### src/rtl/cordic_pkg.sv
// rtl/cordic_pkg.sv - shared angle constants, sequencer state type and dither LFSR helpers
package cordic_pkg;

  // pi in 3.29 signed fixed point, carried at 34 bits so 2*pi never overflows
  localparam logic [33:0] PI_Q3_29 = 34'h0_6487ED51;

  function automatic logic signed [33:0] pi_const(input int angle_width);
    return $signed(PI_Q3_29) >>> (32 - angle_width);
  endfunction

  function automatic logic signed [33:0] pi_2_const(input int angle_width);
    return pi_const(angle_width) >>> 1;
  endfunction

  function automatic logic signed [33:0] two_pi_const(input int angle_width);
    return pi_const(angle_width) <<< 1;
  endfunction

  typedef enum logic [1:0] {
    IDLE,
    ISSUE,
    WAIT,
    HOLD
  } nco_state_t;

  function automatic logic [15:0] lfsr_seed();
    return 16'hACE1;
  endfunction

  // Fibonacci taps 16,14,13,11 seen from the shift-right form (bits 0,2,3,5)
  function automatic logic [15:0] lfsr_step(input logic [15:0] s);
    return {s[0] ^ s[2] ^ s[3] ^ s[5], s[15:1]};
  endfunction

endpackage

### src/rtl/cordic_phase_wrap.sv
// rtl/cordic_phase_wrap.sv - combinational phase add with [-pi, pi) wrap and increment range check
module cordic_phase_wrap
  import cordic_pkg::*;
#(
  parameter int ANGLE_WIDTH = 32
) (
  input  logic [ANGLE_WIDTH-1:0] base,
  input  logic [ANGLE_WIDTH-1:0] inc,
  output logic [ANGLE_WIDTH-1:0] sum,
  output logic                   inc_legal
);

  localparam int AW = ANGLE_WIDTH;
  localparam logic signed [33:0] PI_FULL = pi_const(AW);
  localparam logic signed [33:0] TWO_PI_FULL = two_pi_const(AW);
  localparam logic signed [AW+1:0] PI_W = PI_FULL[AW+1:0];
  localparam logic signed [AW+1:0] NEG_PI_W = -PI_W;
  localparam logic signed [AW+1:0] TWO_PI_W = TWO_PI_FULL[AW+1:0];

  logic signed [AW+1:0] base_x;
  logic signed [AW+1:0] inc_x;
  logic signed [AW+1:0] inc_eff;
  logic signed [AW+1:0] raw;
  logic signed [AW+1:0] wrapped;

  assign base_x = {{2{base[AW-1]}}, base};
  assign inc_x  = {{2{inc[AW-1]}}, inc};

  // an out-of-range increment contributes nothing rather than corrupting the phase
  assign inc_legal = (inc_x < PI_W) && (inc_x >= NEG_PI_W);
  assign inc_eff   = inc_legal ? inc_x : '0;
  assign raw       = base_x + inc_eff;

  always_comb begin
    wrapped = raw;
    if (raw >= PI_W) begin
      wrapped = raw - TWO_PI_W;
    end else if (raw < NEG_PI_W) begin
      wrapped = raw + TWO_PI_W;
    end
  end

  assign sum = wrapped[AW-1:0];

endmodule

### src/rtl/cordic_nco_sequencer.sv
// rtl/cordic_nco_sequencer.sv - NCO phase accumulator and start/done/sample sequencer for the CORDIC rotator; CORDIC_NCO_DITHER_EN adds LFSR angle dither
module cordic_nco_sequencer
  import cordic_pkg::*;
#(
  parameter int               WIDTH          = 16,
  parameter int               ANGLE_WIDTH    = 32,
  parameter logic [WIDTH-1:0] X_INIT         = WIDTH'(16'h26DD),
  parameter int               TIMEOUT_CYCLES = 64,
  parameter int               DITHER_BITS    = 4
) (
  input  logic                   clock,
  input  logic                   reset,
  input  logic                   enable,
  input  logic [ANGLE_WIDTH-1:0] phase_inc,
  input  logic                   phase_load,
  input  logic [ANGLE_WIDTH-1:0] phase_init,
  output logic                   cordic_start,
  output logic [ANGLE_WIDTH-1:0] cordic_angle,
  output logic [WIDTH-1:0]       cordic_x_start,
  output logic [WIDTH-1:0]       cordic_y_start,
  input  logic                   cordic_done,
  input  logic [WIDTH-1:0]       cordic_cos,
  input  logic [WIDTH-1:0]       cordic_sin,
  output logic                   sample_valid,
  input  logic                   sample_ready,
  output logic [WIDTH-1:0]       sample_cos,
  output logic [WIDTH-1:0]       sample_sin,
  output logic                   cfg_error,
  output logic                   timeout_error
);

  localparam int AW = ANGLE_WIDTH;
  localparam int CNT_W = $clog2(TIMEOUT_CYCLES + 1);
  localparam logic [CNT_W-1:0] CNT_LAST = CNT_W'(TIMEOUT_CYCLES - 1);

  if (AW < 16 || AW > 32 || DITHER_BITS < 1 || DITHER_BITS > 15 || TIMEOUT_CYCLES < 2) begin : g_bad_params
    $error("cordic_nco_sequencer: unsupported parameter combination");
  end

  nco_state_t state;
  nco_state_t state_next;

  logic [AW-1:0]    phase;
  logic [AW-1:0]    phase_stepped;
  logic [AW-1:0]    init_value;
  logic [AW-1:0]    angle_w;
  logic             inc_ok;
  logic             init_ok;
  logic [CNT_W-1:0] wait_cnt;
  logic             timeout_hit;
  logic             capture;
  logic             timeout_fire;
  logic             handshake;

  assign cordic_x_start = X_INIT;
  assign cordic_y_start = '0;
  assign timeout_hit    = (wait_cnt == CNT_LAST);

  cordic_phase_wrap #(.ANGLE_WIDTH(AW)) u_acc_wrap (
    .base      (phase),
    .inc       (phase_inc),
    .sum       (phase_stepped),
    .inc_legal (inc_ok)
  );

  // 0 + phase_init reuses the same range check; a legal value passes through unwrapped
  cordic_phase_wrap #(.ANGLE_WIDTH(AW)) u_init_check (
    .base      ('0),
    .inc       (phase_init),
    .sum       (init_value),
    .inc_legal (init_ok)
  );

`ifdef CORDIC_NCO_DITHER_EN
  logic [15:0] lfsr;
  logic [AW-1:0] dither_inc;
  logic dither_ok;

  always_ff @(posedge clock) begin
    if (reset) begin
      lfsr <= lfsr_seed();
    end else if (cordic_start) begin
      lfsr <= lfsr_step(lfsr);
    end
  end

  assign dither_inc = AW'(lfsr[DITHER_BITS-1:0]);

  // dither perturbs only the presented angle; the accumulator itself stays clean
  cordic_phase_wrap #(.ANGLE_WIDTH(AW)) u_dither_wrap (
    .base      (phase),
    .inc       (dither_inc),
    .sum       (angle_w),
    .inc_legal (dither_ok)
  );
`else
  assign angle_w = phase;
`endif

  always_ff @(posedge clock) begin
    if (reset) begin
      state <= IDLE;
    end else begin
      state <= state_next;
    end
  end

  always_comb begin
    state_next = state;
    case (state)
      IDLE:    if (enable) state_next = ISSUE;
      ISSUE:   state_next = WAIT;
      WAIT: begin
        if (cordic_done) begin
          state_next = HOLD;
        end else if (timeout_hit) begin
          state_next = IDLE;
        end
      end
      HOLD:    if (sample_ready) state_next = enable ? ISSUE : IDLE;
      default: state_next = IDLE;
    endcase
  end

  always_comb begin
    cordic_start = 1'b0;
    cordic_angle = '0;
    capture      = 1'b0;
    timeout_fire = 1'b0;
    handshake    = 1'b0;
    case (state)
      ISSUE: begin
        cordic_start = 1'b1;
        cordic_angle = angle_w;
      end
      WAIT: begin
        capture      = cordic_done;
        timeout_fire = !cordic_done && timeout_hit;
      end
      HOLD:    handshake = sample_valid && sample_ready;
      default: ;
    endcase
  end

  always_ff @(posedge clock) begin
    if (reset) begin
      phase         <= '0;
      wait_cnt      <= '0;
      sample_valid  <= 1'b0;
      sample_cos    <= '0;
      sample_sin    <= '0;
      cfg_error     <= 1'b0;
      timeout_error <= 1'b0;
    end else begin
      // a load lands even on an ISSUE cycle, after that ISSUE has presented the old phase
      if (phase_load && init_ok) begin
        phase <= init_value;
      end else if (cordic_start) begin
        phase <= phase_stepped;
      end

      if (cordic_start) begin
        wait_cnt <= '0;
      end else if (state == WAIT) begin
        wait_cnt <= wait_cnt + 1'b1;
      end

      if ((cordic_start && !inc_ok) || (phase_load && !init_ok)) begin
        cfg_error <= 1'b1;
      end

      if (capture) begin
        sample_valid <= 1'b1;
        sample_cos   <= cordic_cos;
        sample_sin   <= cordic_sin;
      end else if (handshake) begin
        sample_valid <= 1'b0;
      end

      if (timeout_fire) begin
        timeout_error <= 1'b1;
      end
    end
  end

endmodule

### config.mk
export PLATFORM = sky130hd
export DESIGN_NAME = cordic_nco_sequencer
export DESIGN_NICKNAME = d
export VERILOG_FILES = /design/src/rtl/cordic_pkg.sv /design/src/rtl/cordic_phase_wrap.sv /design/src/rtl/cordic_nco_sequencer.sv
export SDC_FILE = /design/constraint.sdc
export NUM_CORES = 1
export LEC_CHECK = 0
export BUFFER_PORTS_ARGS = -buffer_cell sky130_fd_sc_hd__clkbuf_2
export CAP_MARGIN = 25
export CORE_MARGIN = 4
export CORE_UTILIZATION = 50
export DETAILED_ROUTE_END_ITERATION = 6
export GPL_TIMING_DRIVEN = 0
export PLACE_DENSITY = 0.76
export SLEW_MARGIN = 20
export SYNTH_ARGS = -nofsm -noshare
export SYNTH_HDL_FRONTEND = slang
export SYNTH_SLANG_ARGS = --single-unit
### constraint.sdc
create_clock -name clock -period 7.1 [get_ports clock]
set_clock_uncertainty 0.15 [all_clocks]
set_input_delay 0 -clock clock [delete_from_list [all_inputs] [get_ports clock]]
set_output_delay 0 -clock clock [all_outputs]
set_load 0.05 [all_outputs]
==> flow_metrics.env <==
export IMPL_outcome="completed"
export IMPL_crit_path_max_incr_delay_ns=0.54
export IMPL_port_buffers=168
export IMPL_drtIter0Drc=946
export IMPL_worstSetupPathType="input pin to flip-flop"
export IMPL_multi_input_area_um2=6240
export IMPL_synth_cell_types=96
export IMPL_finalHoldViolations=0
export IMPL_max_slew_margin_rel_pct=49.2
export IMPL_dieArea_um2=18500
export IMPL_cap_violations=0
export IMPL_drive_above_1_share_pct=20.4
export IMPL_cts_tree="done"
export IMPL_htree_levels=3
export IMPL_cts_made_buffers=9
export IMPL_grt_overflow_total=0
export IMPL_core_um2=16000
export IMPL_cts_root_buf="clkbuf_16"
export IMPL_final_common_cell="clkbuf_2"
export IMPL_grt_pass1_vias=9156
export IMPL_fin_nets=1549
export IMPL_drv_slew=0
export IMPL_max_freq_ghz=0.147
export IMPL_synthesis_area_um2=8200
export IMPL_vdd_drop_max_uv=144
export IMPL_final_util_pct=65.9
export IMPL_power_w=0.00236
export IMPL_ys_flop_type="dfxtp_1"
export IMPL_fin_crit_ns=6.79
export IMPL_ys_seq_area_share_pct=18.6
export IMPL_dpl_hpwl_um=23600
export IMPL_final_seq_area_um2=1520
export IMPL_ys_async_sr_fraction_pct=0
export IMPL_syn_avg_cell_area_um2=7.28
export IMPL_critPathLaunchType="input pin"
export IMPL_die_y_um=136
export IMPL_min_period_over_period_pct=95.7
export IMPL_drtAntennaViolNets=0
export IMPL_cp_max_fo=10
export IMPL_cts_sinks=76
export IMPL_hold_class="input pin to flip-flop"
export IMPL_hold_ws_ns=0.0433
export IMPL_via_per_inst=6.06
export IMPL_firstDrtPassIters=5
export IMPL_tightestPinTransition_ns=0.755
export IMPL_syn_to_final_growth_pct=28.6
export IMPL_power_density_nw_per_um2=224
export IMPL_clkTransAtPathRegs_ns=0.06
export IMPL_setup_viol=0
export IMPL_start_util_pct=51.2
export IMPL_synth_edf_count=0
export IMPL_grt_first_pass_wirelength_um=46800
export IMPL_clockBufferDepth=2
export IMPL_grt_max_degree=13
export IMPL_required_ns=7.16
export IMPL_clock_latency_ns=0.34
export IMPL_power_leakage_nw=4.35
export IMPL_layout_common_cells="clkbuf_2 (168), nand2_1 (129), a21oi_1 (97), and2_1 (83), dfxtp_1 (76)"
export IMPL_yosys_warnings=0
export IMPL_grt_usage_pct=31.7
export IMPL_antenna_found_initial=1
export IMPL_wl_per_cell_um=18.9
export IMPL_ys_seq_elements=76
export IMPL_ioPinCount=202
export IMPL_num_rows=46
export IMPL_end_kind="flip-flop"
export IMPL_syn_inst=1126
export IMPL_crit_arrival_ns=6.85
export IMPL_die_w_um=136
export IMPL_routed_wl_um=30900
export IMPL_slowest_stage="or4_1"
export IMPL_nFillCells=1359
export IMPL_gp_congestion=0.979
export IMPL_vias=9885
export IMPL_drc=0
-- synthesized netlist by cell type, types with 5 or more instances --
cell / n / share of area, %
nor2_1: 64 / 2.9
o21ai_1: 17 / 1.0
mux2i_1: 5 / 0.61
o221ai_1: 8 / 0.85
a21oi_1: 97 / 5.9
a31oi_1: 32 / 2.4
and2_1: 83 / 6.3
buf_2: 20 / 1.2
nor3_1: 27 / 1.6
nand4_1: 19 / 1.4
nand2b_1: 11 / 0.84
a21o_1: 9 / 0.82
nand3_1: 27 / 1.6
a211oi_1: 10 / 0.92
a22oi_1: 9 / 0.82
inv_1: 23 / 1.1
o211a_1: 5 / 0.61
o21a_1: 17 / 1.6
or4_1: 8 / 0.73
buf_4: 34 / 3.1
and3_1: 12 / 0.92
xnor2_1: 28 / 3.0
xor2_1: 14 / 1.5
or3_1: 11 / 0.84
o22ai_1: 12 / 0.92
clkbuf_1: 44 / 2.0
o21ai_0: 57 / 3.5
nand2_1: 129 / 5.9
a21boi_0: 5 / 0.46
and4_1: 22 / 2.4
o211ai_1: 19 / 1.7
nor4_1: 5 / 0.38
a2111oi_0: 10 / 1.1
dfxtp_1: 76 / 19
ha_1: 36 / 5.5
nor2b_1: 6 / 0.46
nor3b_1: 6 / 0.55
-- layout make-up --
cell class | instances | share of cell area, %
Inverter | 23 | 0.819
Antenna cell | 1 | 0.0237
Clock buffer | 11 | 2.30
Buffer | 100 | 5.01
Clock inverter | 5 | 0.712
Multi-Input combinational cell | 957 | 59.2
Tap cell | 216 | 2.56
Sequential cell | 76 | 14.4
Timing Repair Buffer | 243 | 15.0
-- logic make-up (layout without fill, tap and decap cells) --
| logic type | count (synthesis) | after routing | share of synthesized area, % |
|---|---|---|---|
| multiplexers | 5 | 5 | 0.611 |
| AND/OR/NAND/NOR | 450 | 450 | 29.2 |
| buffers and inverters | 123 | 382 | 7.49 |
| adder cells (fa/ha/maj) | 37 | 37 | 5.74 |
| other | 2 | 33 | 0.0916 |
| XOR/XNOR | 43 | 43 | 4.69 |
| flip-flops | 76 | 76 | 18.6 |
| AO/OA/AOI/OAI | 390 | 390 | 33.6 |
-- stage by stage --
step | cells | setup WS (ns) | setup TNS [ns] | cell area [µm²]
after floorplan | 1156 | 1.24 | 0 | 8310
after global placement | 1540 | -0.640 | -15.39 | 9420
after detailed placement | 1540 | -0.557 | -12.45 | 9420
after CTS | 1629 | 0.0146 | 0 | 10500
after global routing | 1632 | -0.00458 | -0.00458 | 10500
final | 1632 | 0.308 | 0 | 10500
-- what timing repair did --
| action | 4_1_cts | 5_1_grt |
|---|---|---|
| setup buffers | 3 | 2 |
| hold endpoints to repair | 68 | 0 |
| gates resized for setup | 1 | 14 |
| pin swaps | 2 | 2 |
| hold buffers | 70 | 0 |
| gates cloned | 0 | 0 |
| setup endpoints to repair | 27 | 31 |
-- final timing paths --
kind,cells after the start,slack (ns),start,endpoint
setup / recovery,27,0.31,phase_inc[18],angle_w[2]$_SDFFE_PP0P_
hold / removal,4,0.04,phase_init[31],angle_w[2]$_SDFFE_PP0P_
setup reg to reg,16,2.30,angle_w[15]$_SDFFE_PP0P_,angle_w[2]$_SDFFE_PP0P_
hold reg to reg,2,0.30,sample_cos[4]$_SDFFE_PP0P_,sample_cos[4]$_SDFFE_PP0P_
-- metal layers --
layer  share of wire [%]  GRT usage (%)
met2                  45           51.5
met1                  40           40.7
met4                 4.4           14.4
met5                   0              0
met3                  11           5.77
-- state kept, by name (all words and copies together), names as in the netlist --
signal         flops
sample_valid       1
state              2
angle_w           32
sample_sin        16
cfg_error          1
wait_cnt           7
timeout_error      1
sample_cos        16
-- power by group --
| part | internal, W | switching [W] | leakage [nW] |
|---|---|---|---|
| Sequential | 0.000463 | 0.0000518 | 0.620 |
| Clock | 0.000315 | 0.000174 | 0.159 |
| Combinational | 0.000497 | 0.000857 | 3.57 |
| Total | 0.00128 | 0.00108 | 4.35 |
-- critical path, delay by kind of cell --
kind | cells | cell delay, ns
AOI/OAI and AO/OA | 13 | 3.05
and+or+nand+nor | 6 | 1.92
buffers and inverters | 5 | 1.03
adders and majority gates | 2 | 0.66
xor gates and xnor gates | 1 | 0.18
No activity file was read; power rests on OpenSTA's default activity.
